--- config.mk ---
export PLATFORM = sky130hd
export DESIGN_NAME = tx_stream_sched
export DESIGN_NICKNAME = d
export VERILOG_FILES = /design/src/rtl/tx_stream_sched.sv
export SDC_FILE = /design/constraint.sdc
export NUM_CORES = 1
export LEC_CHECK = 0
export BUFFER_PORTS_ARGS = -buffer_cell sky130_fd_sc_hd__buf_2
export CORE_AREA = 8 8 276 278
export CTS_BUF_LIST = sky130_fd_sc_hd__clkbuf_2 sky130_fd_sc_hd__clkbuf_4 sky130_fd_sc_hd__clkbuf_8
export DETAILED_ROUTE_END_ITERATION = 12
export DIE_AREA = 0 0 284 286
export SYNTH_ARGS = -nofsm -noshare
export SYNTH_HDL_FRONTEND = slang
export SYNTH_SLANG_ARGS = --single-unit
export TNS_END_PERCENT = 30
--- constraint.sdc ---
create_clock -name axi_aclk -period 2.6 [get_ports axi_aclk]
set_input_delay 0 -clock axi_aclk [delete_from_list [all_inputs] [get_ports axi_aclk]]
set_output_delay 0 -clock axi_aclk [all_outputs]
set_load 0.01 [all_outputs]
--- src/rtl/tx_stream_sched.sv ---
// Two-source AXI-Stream packet scheduler: packet-granular arbitration, inter-frame gap, gate, quota, per-source counters.
// Define TX_SCHED_STRICT_PRIO_EN to make source 0 strict priority instead of round-robin.
//
// state | meaning
// IDLE  | outputs idle; arbitrates when gate & ~sched_done & any source valid
// SEND  | granted source muxed straight through to the master port
// IFG   | outputs idle for ifg_cycles cycles after a packet
module tx_stream_sched #(
    parameter int C_AXIS_DATA_WIDTH  = 64,
    parameter int C_AXIS_TUSER_WIDTH = 128,
    parameter int C_CNT_WIDTH        = 32,
    parameter int C_IFG_WIDTH        = 8
) (
    input  logic                            axi_aclk,
    input  logic                            axi_areset,
    input  logic [C_AXIS_DATA_WIDTH-1:0]    s0_axis_tdata,
    input  logic [C_AXIS_DATA_WIDTH/8-1:0]  s0_axis_tstrb,
    input  logic [C_AXIS_TUSER_WIDTH-1:0]   s0_axis_tuser,
    input  logic                            s0_axis_tvalid,
    input  logic                            s0_axis_tlast,
    output logic                            s0_axis_tready,
    input  logic [C_AXIS_DATA_WIDTH-1:0]    s1_axis_tdata,
    input  logic [C_AXIS_DATA_WIDTH/8-1:0]  s1_axis_tstrb,
    input  logic [C_AXIS_TUSER_WIDTH-1:0]   s1_axis_tuser,
    input  logic                            s1_axis_tvalid,
    input  logic                            s1_axis_tlast,
    output logic                            s1_axis_tready,
    output logic [C_AXIS_DATA_WIDTH-1:0]    m_axis_tdata,
    output logic [C_AXIS_DATA_WIDTH/8-1:0]  m_axis_tstrb,
    output logic [C_AXIS_TUSER_WIDTH-1:0]   m_axis_tuser,
    output logic                            m_axis_tvalid,
    output logic                            m_axis_tlast,
    input  logic                            m_axis_tready,
    input  logic                            gate,
    input  logic [C_IFG_WIDTH-1:0]          ifg_cycles,
    input  logic [C_CNT_WIDTH-1:0]          pkt_limit,
    input  logic                            clr_cntrs,
    output logic [C_CNT_WIDTH-1:0]          pkt_cnt0,
    output logic [C_CNT_WIDTH-1:0]          pkt_cnt1,
    output logic                            sched_done
);

    typedef enum logic [1:0] {ST_IDLE, ST_SEND, ST_IFG} state_t;

    localparam logic [C_CNT_WIDTH-1:0] CNT_ONE = C_CNT_WIDTH'(1);
    localparam logic [C_IFG_WIDTH-1:0] IFG_ONE = C_IFG_WIDTH'(1);

    state_t                   state_q;
    logic                     grant_q;
    logic                     last_grant_q;
    logic [C_IFG_WIDTH-1:0]   ifg_cnt_q;
    logic [C_CNT_WIDTH-1:0]   cnt0_q, cnt0_d;
    logic [C_CNT_WIDTH-1:0]   cnt1_q, cnt1_d;
    logic [C_CNT_WIDTH-1:0]   total_q, total_d;
    logic                     done_q, done_d;

    logic send;
    logic sel_valid;
    logic sel_last;
    logic last_beat;
    logic winner;

    assign send      = (state_q == ST_SEND);
    assign sel_valid = grant_q ? s1_axis_tvalid : s0_axis_tvalid;
    assign sel_last  = grant_q ? s1_axis_tlast  : s0_axis_tlast;
    assign last_beat = send & sel_valid & sel_last & m_axis_tready;

    assign m_axis_tvalid  = send & sel_valid;
    assign m_axis_tlast   = send & sel_last;
    assign m_axis_tdata   = send ? (grant_q ? s1_axis_tdata : s0_axis_tdata) : '0;
    assign m_axis_tstrb   = send ? (grant_q ? s1_axis_tstrb : s0_axis_tstrb) : '0;
    assign m_axis_tuser   = send ? (grant_q ? s1_axis_tuser : s0_axis_tuser) : '0;
    assign s0_axis_tready = send & ~grant_q & m_axis_tready;
    assign s1_axis_tready = send &  grant_q & m_axis_tready;

    assign pkt_cnt0   = cnt0_q;
    assign pkt_cnt1   = cnt1_q;
    assign sched_done = done_q;

`ifdef TX_SCHED_STRICT_PRIO_EN
    assign winner = ~s0_axis_tvalid;
`else
    // Prefer the source that did not win last time; otherwise whoever is requesting.
    assign winner = last_grant_q ? ~s0_axis_tvalid : s1_axis_tvalid;
`endif

    // Clear beats a coincident packet completion, so that packet is never counted.
    always_comb begin
        cnt0_d  = cnt0_q;
        cnt1_d  = cnt1_q;
        total_d = total_q;
        done_d  = done_q;
        if (clr_cntrs) begin
            cnt0_d  = '0;
            cnt1_d  = '0;
            total_d = '0;
            done_d  = 1'b0;
        end else if (last_beat) begin
            if (grant_q) cnt1_d = cnt1_q + CNT_ONE;
            else         cnt0_d = cnt0_q + CNT_ONE;
            total_d = total_q + CNT_ONE;
            if ((pkt_limit != '0) && (total_d == pkt_limit)) done_d = 1'b1;
        end
    end

    always_ff @(posedge axi_aclk) begin
        if (axi_areset) begin
            state_q      <= ST_IDLE;
            grant_q      <= 1'b0;
            last_grant_q <= 1'b1;
            ifg_cnt_q    <= '0;
            cnt0_q       <= '0;
            cnt1_q       <= '0;
            total_q      <= '0;
            done_q       <= 1'b0;
        end else begin
            cnt0_q  <= cnt0_d;
            cnt1_q  <= cnt1_d;
            total_q <= total_d;
            done_q  <= done_d;
            case (state_q)
                ST_IDLE: begin
                    if (gate && !done_q && (s0_axis_tvalid || s1_axis_tvalid)) begin
                        grant_q      <= winner;
                        last_grant_q <= winner;
                        state_q      <= ST_SEND;
                    end
                end
                ST_SEND: begin
                    if (last_beat) begin
                        if (ifg_cycles != '0) begin
                            ifg_cnt_q <= ifg_cycles;
                            state_q   <= ST_IFG;
                        end else begin
                            state_q   <= ST_IDLE;
                        end
                    end
                end
                ST_IFG: begin
                    ifg_cnt_q <= ifg_cnt_q - IFG_ONE;
                    if (ifg_cnt_q == IFG_ONE) state_q <= ST_IDLE;
                end
                default: state_q <= ST_IDLE;
            endcase
        end
    end

endmodule

# Yosys cells after proc, flatten, opt, wreduce, memory -nomap -nowiden
# Cells that the tools add are included.
[word_totals]
wordCells = 63
ff_bits = 109
output_inout_bits = 269
[classes]
n_eq_ne = 8
reduce_logical = 16
n_mux = 17
n_addsub = 4
n_bitwise = 10
[ops]
columns = ["op", "n"]
rows = [
  ["$mux W128", 2],
  ["$mux W64", 2],
  ["$add A32 B1 Y32 const B", 3],
  ["$eq A32 B32 Y1", 1],
  ["$mux W8", 4],
  ["$reduce_bool A32 Y1", 1],
  ["$pmux W8 S2", 1],
  ["$and A1 B1 Y1", 8],
  ["$eq A8 B1 Y1 const B", 1],
  ["$mux W2", 4],
  ["$reduce_and A2 Y1", 4],
  ["$reduce_bool A8 Y1", 1],
  ["$sub A8 B1 Y8 const B", 1],
  ["$pmux W2 S3", 1],
  ["$reduce_and A3 Y1", 2],
  ["$ne A2 B1 Y1 const B", 2],
  ["$ne A2 B2 Y1 const B", 2],
  ["$logic_and A1 B1 Y1", 3],
  ["$mux W1", 3],
  ["$eq A2 B1 Y1 const B", 1],
  ["$eq A2 B2 Y1 const B", 1],
  ["$logic_not A2 Y1", 1],
  ["$not A1 Y1", 2],
  ["$reduce_bool A2 Y1", 1],
  ["other kinds (3)", 3],
]

# Depth between registers and ports, before layout
# Gate-level depths: netlist of the first run.
[depth]
depth_word = 6
mapped_depth = 9
depth_no_buf = 8

# Worst setup path after synthesis of the first run
# Ideal clock, no wire load.
[synth_path]
path_type = "reg2reg"
start = "register total_q[0]"
end = "register done_q (netlist: sched_done)"
synth_period_minus_slack_ns = 2.330
stages_incl_launch_ff = 9
required_ns = 2.541
slack_ns = 0.270
n_path_buf = 0
arrival_time_ns = 2.271
cell_sequence = "dfxtp_1 > ha_1 > nand4_1 > nor3_2 > a41oi_1 > nand4b_1 > or4_1 > nor4_1 > a22o_1"
[synth_between]
elab_chain_len = 4
[synth_lines]
columns = ["element", "line", "rtl"]
rows = [
  ["from (decl)", "54", "logic [C_CNT_WIDTH-1:0] total_q, total_d;"],
  ["from (signal assigned)", "119", "total_q <= total_d;"],
  ["$add A32 B1 Y32", "101", "total_d = total_q + CNT_ONE;"],
  ["$eq A32 B32 Y1", "102", "if ((pkt_limit != '0) && (total_d == pkt_limit)) done_d = 1'b1;"],
  ["$logic_and A1 B1 Y1", "102", ""],
  ["$reduce_and A2 Y1 (no source line)", "-", ""],
  ["to (signal assigned)", "120", "done_q <= done_d;"],
  ["to (decl)", "55", "logic done_q, done_d;"],
]
# Every way passes these cells.
# A chain may end at the register's enable or synchronous reset.

# Final worst setup path of the first run
[layout_path]
start = "register total_q[10]"
end = "register done_q (netlist: sched_done)"
# Same word-level chain as after synthesis.

==> impl_metrics.csv, run 1 <==
group,metric,value,unit
logic_synthesis,synthesis.nets,1644,
layout,fillCellCount,8336,
drt,vias,12200,
global_route,grt_pass1_vias,11500,
logic_synthesis,synth_area,8940,µm²
pwr,p_int,0.00287,W
logic_synthesis,yosys_most_used_dff,"dfxtp_1",
pwr,swShare,37.2,%
logic_synthesis,synth_cells,1189,
timing,hold_violations,0,
clocking,postCtsSetupBuffers,0,
timing,worst_slew_pin_slew,0.921,ns
global_route,track_usage,21.3,%
critical_path,timing.rr.start,"total_q[10]",
timing,drv_slew,0,
timing,skew,0.0297,ns
critical_path,rrSetupSlack,0.07,ns
layout,final_cells,2918,
logic_synthesis,async_flop_share,0,%
clocking,cts-root-buf,"clkbuf_8",
logic_synthesis,synthTopCellsByArea,"dfxtp_1, mux2i_1, nor2_1",
floorplanning,initial_core_util,12.4,%
logic_synthesis,synth_edf_count,0,
critical_path,slowest_delay,0.58,ns
critical_path,end_kind,"flop",
drt,drtIter0Drc,1029,
floorplanning,die_area,81200,µm²
clocking,cts_made_buffers,9,
placed_design,routabilityCongestion,0.945,
critical_path,startpoint,"total_q[10]",
critical_path,path_cells,"nand4_1 > or4_1 > buf_4 > o21ai_0 > a21oi_1 > a311oi_2 > nor4_4 > a22o_1",
pwr,seq_power_share,36.8,%
drt,drc,0,
pwr,power.density,316,nW/µm²
run,cap_violations,0,
timing,tns,0,ns
pwr,power.leakage,6.51,nW
critical_path,cp.arrival,2.86,ns
layout,drive_gt1_share,42.4,%
clocking,clk_latency,0.43,ns
critical_path,cp_slowest_cell,"or4_1",
drt,ant_nets,0,
floorplanning,coreArea,72100,µm²
clocking,clk_pin_slew,0.14,ns
global_route,grt_pass1_wl,115000,µm
placed_design,hpwl,82500,µm
drt,wire_per_inst,31.3,µm
worst_hold_path,min_from,"clr_cntrs",
logic_synthesis,avgSynthCellArea,7.52,µm²
pwr,power.total,0.00458,W
global_route,antenna_found_initial,174,
critical_path,critical_path_class,"flop to flop",
status,status,"finished, final reports clean",
floorplanning,die_x,284,µm
clocking,cts_tree,"yes",
clocking,cts_buffer_depth,2,
logic_synthesis,ys_types,57,
drt,finalWirelength,91300,µm
drt,vias_per_cell,4.19,
pwr,combPwrFrac,36.6,%
critical_path,cp_data_required_time,2.93,ns
critical_path,r2r_cells,8,
logic_synthesis,ys_warn_count,0,
critical_path,cp_max_fo,8,
timing,final.min_clock_period,2.53,ns
logic_synthesis,synth_top_area_share,24.4,%
logic_synthesis,yosysSeqAreaShare,24.4,%
timing,fin_crit_sh,97.3,%
critical_path,crit_path_start_kind,"flop",
placed_design,port_buffers,717,
pwr,ir_drop,0.000278,V
global_route,grt_max_degree,160,
worst_hold_path,hold_class,"primary input to flop",
layout,syn_to_final_growth,61.8,%
timing,setup_viol,0,
placed_design,place_inst,2838,
global_route,grt_overflow_total,0,
logic_synthesis,ys_ff_latch,109,
logic_synthesis,synth_common_cells,"nor2_1, mux2i_1, dfxtp_1",
drt,dr.pass1.iters,5,
layout,layout.nets,2363,
logic_synthesis,synth_largest_area_cell,"dfxtp_1",
layout,multi_input_area,6480,µm²
critical_path,crit_end,"sched_done",
pwr,netSwitchingPower,0.00170,W
floorplanning,row_count,99,
logic_synthesis,yosysMostFrequentCell,"nor2_1",
clocking,h-tree-depth,3,
pwr,p_clk_share,26.7,%
clocking,cts.sinks,109,
critical_path,r2r_end,"sched_done",
timing,rsz0062_at_grt,"true",
layout,final-seq-area,2190,µm²
floorplanning,fp.dieH,286,µm
timing,max_slew_margin,38.6,%
timing,fmax,395,MHz
floorplanning,io_pins,718,
## cell type report
type                    count  share of cell area [%]
multi-input cells         988                    44.8
flip-flops and latches    109                    15.1
clock buffers               9                   0.856
well taps                 959                    8.30
repair buffers            787                    29.1
inverters                  13                   0.337
clock inverters             7                   0.692
diodes                     46                   0.796
## power groups by stage
stage | registers (W) | logic, W | clock network [W]
global route | 0.00169 | 0.00182 | 0.00133
CTS | 0.00168 | 0.00168 | 0.00128
detailed placement | 0.00172 | 0.00164 | 0
global placement | 0.00172 | 0.00164 | 0
floorplan | 0.00172 | 0.000760 | 0
finish | 0.00168 | 0.00167 | 0.00122
## worst min-delay path by stage
stage	slack [ns]	cells after the start	end
2_1_floorplan	0.15	2	ifg_cnt_q[1]
3_3_place_gp	0.28	3	ifg_cnt_q[1]
3_5_place_dp	0.28	3	ifg_cnt_q[1]
4_1_cts	0.04	4	total_q[14]
5_1_grt	0.07	4	total_q[14]
6_report	0.07	4	pkt_cnt1[13]
## per-stage QoR
step | area, µm² | utilization [%] | hold slack [ns] | worst slack, ns
after global placement | 13900 | 19.2 | 0.277 | 0.0329
after global routing | 14400 | 20.0 | 0.0722 | -0.0266
after CTS | 14300 | 19.8 | 0.0354 | 0.00517
after detailed placement | 13900 | 19.2 | 0.284 | 0.0132
after floorplan | 8940 | - | 0.155 | 0.270
final | 14500 | 20.1 | 0.0676 | 0.0694
## worst max-delay path, delay by kind of cell (launching register included)
kind	cells	cell delay, ns
flops	1	0.47
compound gates	4	0.82
buf+inv	1	0.22
simple gates	3	0.93
## kinds of logic after synthesis
group,share of synthesized area (%)
AOI/OAI and AO/OA,5.42
and+or+nand+nor,30.0
xor gates and xnor gates,12.5
adders and majority gates,0.840
DFF,24.4
muxes,22.7
buffers and inverters,4.07
## what timing repair did
item / 4_1_cts / 5_1_grt
pin swaps: 0 / 3
hold buffers: 18 / 0
endpoints found under the setup margin: 1 / 2
resized for setup: 1 / 15
hold endpoints to repair: 12 / 0
## state kept, by name, summed over array words and instances (netlist names)
signal and flops:
sched_done 1, total_q 32, pkt_cnt1 32, grant_q 1, pkt_cnt0 32, state_q 2, ifg_cnt_q 8, last_grant_q 1
## layout by cell type, fill, tap and decap left out, types with 4 or more instances in the layout
master	n
or4_1	4
nand4_1	31
nand2_1	48
nand3_1	48
mux2i_1	202
buf_2	717
buf_12	4
nor2b_1	4
buf_4	48
xor2_1	60
inv_1	13
and3_1	22
clkbuf_8	9
nand3b_1	4
dfxtp_1	106
ha_1	5
nor4_2	5
or3_1	12
a21oi_1	25
dlygate4sd3_1	18
o21ai_0	16
diode_2	46
nor3_1	20
nor2_1	321
and4_1	9
o211ai_1	5
xnor2_1	68
nor4_1	17
and2_1	6
## layer usage
layer,wire (µm),vias up,share of wire [%],track usage (%)
li1,-,5618,-,-
met1,32400,5470,35,22.5
met2,43300,825,47,36.8
met3,11800,288,13,10.8
met4,3620,32,4.0,6.40
met5,217,-,0.24,0
(Power assumes the default switching activity.)
==> run 2, diff against run 1 <==
--- a/config.mk
+++ b/config.mk
@@ -6,10 +6,11 @@
 export NUM_CORES = 1
 export LEC_CHECK = 0
 export BUFFER_PORTS_ARGS = -buffer_cell sky130_fd_sc_hd__buf_2
-export CORE_AREA = 8 8 276 278
+export CORE_AREA = 2 2 280 282
 export CTS_BUF_LIST = sky130_fd_sc_hd__clkbuf_2 sky130_fd_sc_hd__clkbuf_4 sky130_fd_sc_hd__clkbuf_8
 export DETAILED_ROUTE_END_ITERATION = 12
-export DIE_AREA = 0 0 284 286
+export DIE_AREA = 0 0 282 284
+export PLACE_DENSITY = 0.34
 export SYNTH_ARGS = -nofsm -noshare
 export SYNTH_HDL_FRONTEND = slang
 export SYNTH_SLANG_ARGS = --single-unit
==> constraint.sdc (replaced) <==
create_clock -name axi_aclk -period 3.2 [get_ports axi_aclk]
set_input_delay 0 -clock axi_aclk [delete_from_list [all_inputs] [get_ports axi_aclk]]
set_output_delay 0 -clock axi_aclk [all_outputs]
set_load 0.01 [all_outputs]
==> run 2 against run 1 <==
Effect of this change:
- worst hold slack improved by 0.062 ns
- combinational power decreased by 14%
- global-route usage about the same
- maximum frequency decreased by 14%
- sequential cell count unchanged
- critical endpoint is now ifg_cnt_q[7]
- largest power group is now combinational cells
- highest routed layer unchanged
==> impl_metrics.csv, run 2 (synthesis results as in run 1) <==
group,metric,value,unit
clocking,clk_pin_slew,0.13,ns
layout,design_area,14200,µm²
floorplanning,die_x,282,µm
floorplanning,io_pins,718,
drt,drc,0,
critical_path,end_kind,"flop",
global_route,grt_max_degree,126,
global_route,antenna_found_initial,112,
global_route,track_usage,21.2,%
placed_design,dp_slack,0.270,ns
critical_path,cp_num_buf_inv,1,
layout,syn_to_final_growth,59.4,%
timing,fin_crit_sh,91.7,%
clocking,clk_latency,0.44,ns
timing,drv_slew,0,
drt,dr.pass1.iters,5,
critical_path,critPathTopFamily,"simple AND/OR/NAND/NOR gates",
critical_path,cp_slowest_cell,"dlygate4sd3_1",
clocking,postCtsSetupBuffers,0,
clocking,cts-root-buf,"clkbuf_8",
pwr,power.leakage,6.35,nW
timing,skew,0.0231,ns
run,cap_violations,0,
floorplanning,row_count,102,
placed_design,routabilityCongestion,1.00,
timing,fmax,341,MHz
layout,drive_gt1_share,41.0,%
floorplanning,initial_core_util,11.6,%
critical_path,cp_max_fo,9,
timing,tns,0,ns
clocking,cts_made_buffers,9,
timing,max_slew_margin,29.9,%
critical_path,slowest_delay,0.60,ns
critical_path,cp.arrival,3.30,ns
pwr,ir_drop,0.000220,V
layout,layout_common_cells,"buf_2, nor2_1, mux2i_1",
clocking,cts_tree,"yes",
clocking,h-tree-depth,3,
global_route,grt_pass1_vias,11700,
timing,final.min_clock_period,2.93,ns
floorplanning,coreArea,77000,µm²
pwr,swShare,38.4,%
pwr,p_int,0.00236,W
timing,setup_viol,0,
critical_path,crit_path_start_kind,"flop",
timing,rsz0062_at_grt,"false",
timing,fin_ws,0.266,ns
placed_design,port_buffers,717,
clocking,cts.sinks,109,
global_route,grt_pass1_wl,112000,µm
pwr,seq_power_share,36.0,%
worst_hold_path,hold_class,"primary input to flop",
critical_path,cp_data_required_time,3.57,ns
drt,ant_nets,0,
drt,drtIter0Drc,666,
timing,holdWs,0.130,ns
timing,worst_slew_pin_slew,1.05,ns
drt,vias,12000,
drt,vias_per_cell,4.05,
pwr,power.density,268,nW/µm²
critical_path,critical_path_class,"flop to flop",
pwr,p_clk_share,26.4,%
critical_path,path_cells,"nand3b_1 > nor3_2 > and2_1 > nor3_1 > a2111oi_0 > dlygate4sd3_1",
layout,fillCellCount,8942,
layout,layout.nets,2340,
floorplanning,fp.dieH,284,µm
layout,layout_commonest_cell,"buf_2",
drt,wire_per_inst,29.8,µm
pwr,combPwrFrac,37.6,%
floorplanning,die_area,80100,µm²
placed_design,hpwl,78400,µm
timing,hold_violations,0,
drt,finalWirelength,88200,µm
clocking,cts_buffer_depth,2,
status,status,"finished, final reports clean",
global_route,grt_overflow_total,0,
placed_design,dpl_cell_area,13800,µm²
pwr,netSwitchingPower,0.00147,W
## run 2: timing repair
action,in CTS,in global routing
hold endpoints to repair,13,0
hold buffers,19,0
gates resized for setup,1,0
endpoints found under the setup margin,2,0
## run 2: final cells by class
type | count | area [µm²] | share of cell area, %
clock buffers | 11 | 151 | 1.06
inverters | 13 | 48.8 | 0.342
well taps | 1040 | 1300 | 9.13
multi-input cells | 988 | 6410 | 45.0
diodes | 28 | 70.1 | 0.492
repair buffers | 764 | 4020 | 28.2
clock inverters | 5 | 65.1 | 0.457
flip-flops and latches | 109 | 2190 | 15.3
## run 2: path summary, 6_finish.rpt
check,start,to,slack [ns],cells after the start
max,state_q[0],ifg_cnt_q[7],0.27,6
min,gate,state_q[0],0.13,5
max reg2reg,state_q[0],ifg_cnt_q[7],0.27,6
min reg2reg,pkt_cnt0[30],pkt_cnt0[30],0.52,2
## run 2: routing by layer
metal	vias up	global-route usage, %	part of all wire (%)
met3	197	7.75	10
met1	5582	25.2	40
li1	5532	-	-
met4	32	5.52	3.9
met2	628	35.8	46
met5	-	0	0.22
## run 2: worst min-delay path: cells and delay by family
kind            cells  cell delay, ns
compound gates      2            0.23
simple gates        2            0.20
buf+inv             1            0.10
## run 2: through the flow
| stage | power [W] | utilization [%] | instances |
|---|---|---|---|
| 2_1_floorplan | 0.00201 | - | 1189 |
| 3_3_place_gp | 0.00285 | 17.9 | 2895 |
| 3_5_place_dp | 0.00284 | 17.9 | 2895 |
| 4_1_cts | 0.00391 | 18.4 | 2930 |
| 5_1_grt | 0.00402 | 18.5 | 2938 |
| 6_report | 0.00382 | 18.5 | 2958 |
## run 2: power groups by stage
stage,clock [W],sequential (W),combinational (W)
floorplan,0,0.00139,0.000618
global placement,0,0.00141,0.00144
detailed placement,0,0.00141,0.00143
CTS,0.00108,0.00138,0.00146
global route,0.00110,0.00138,0.00154
finish,0.00101,0.00138,0.00144
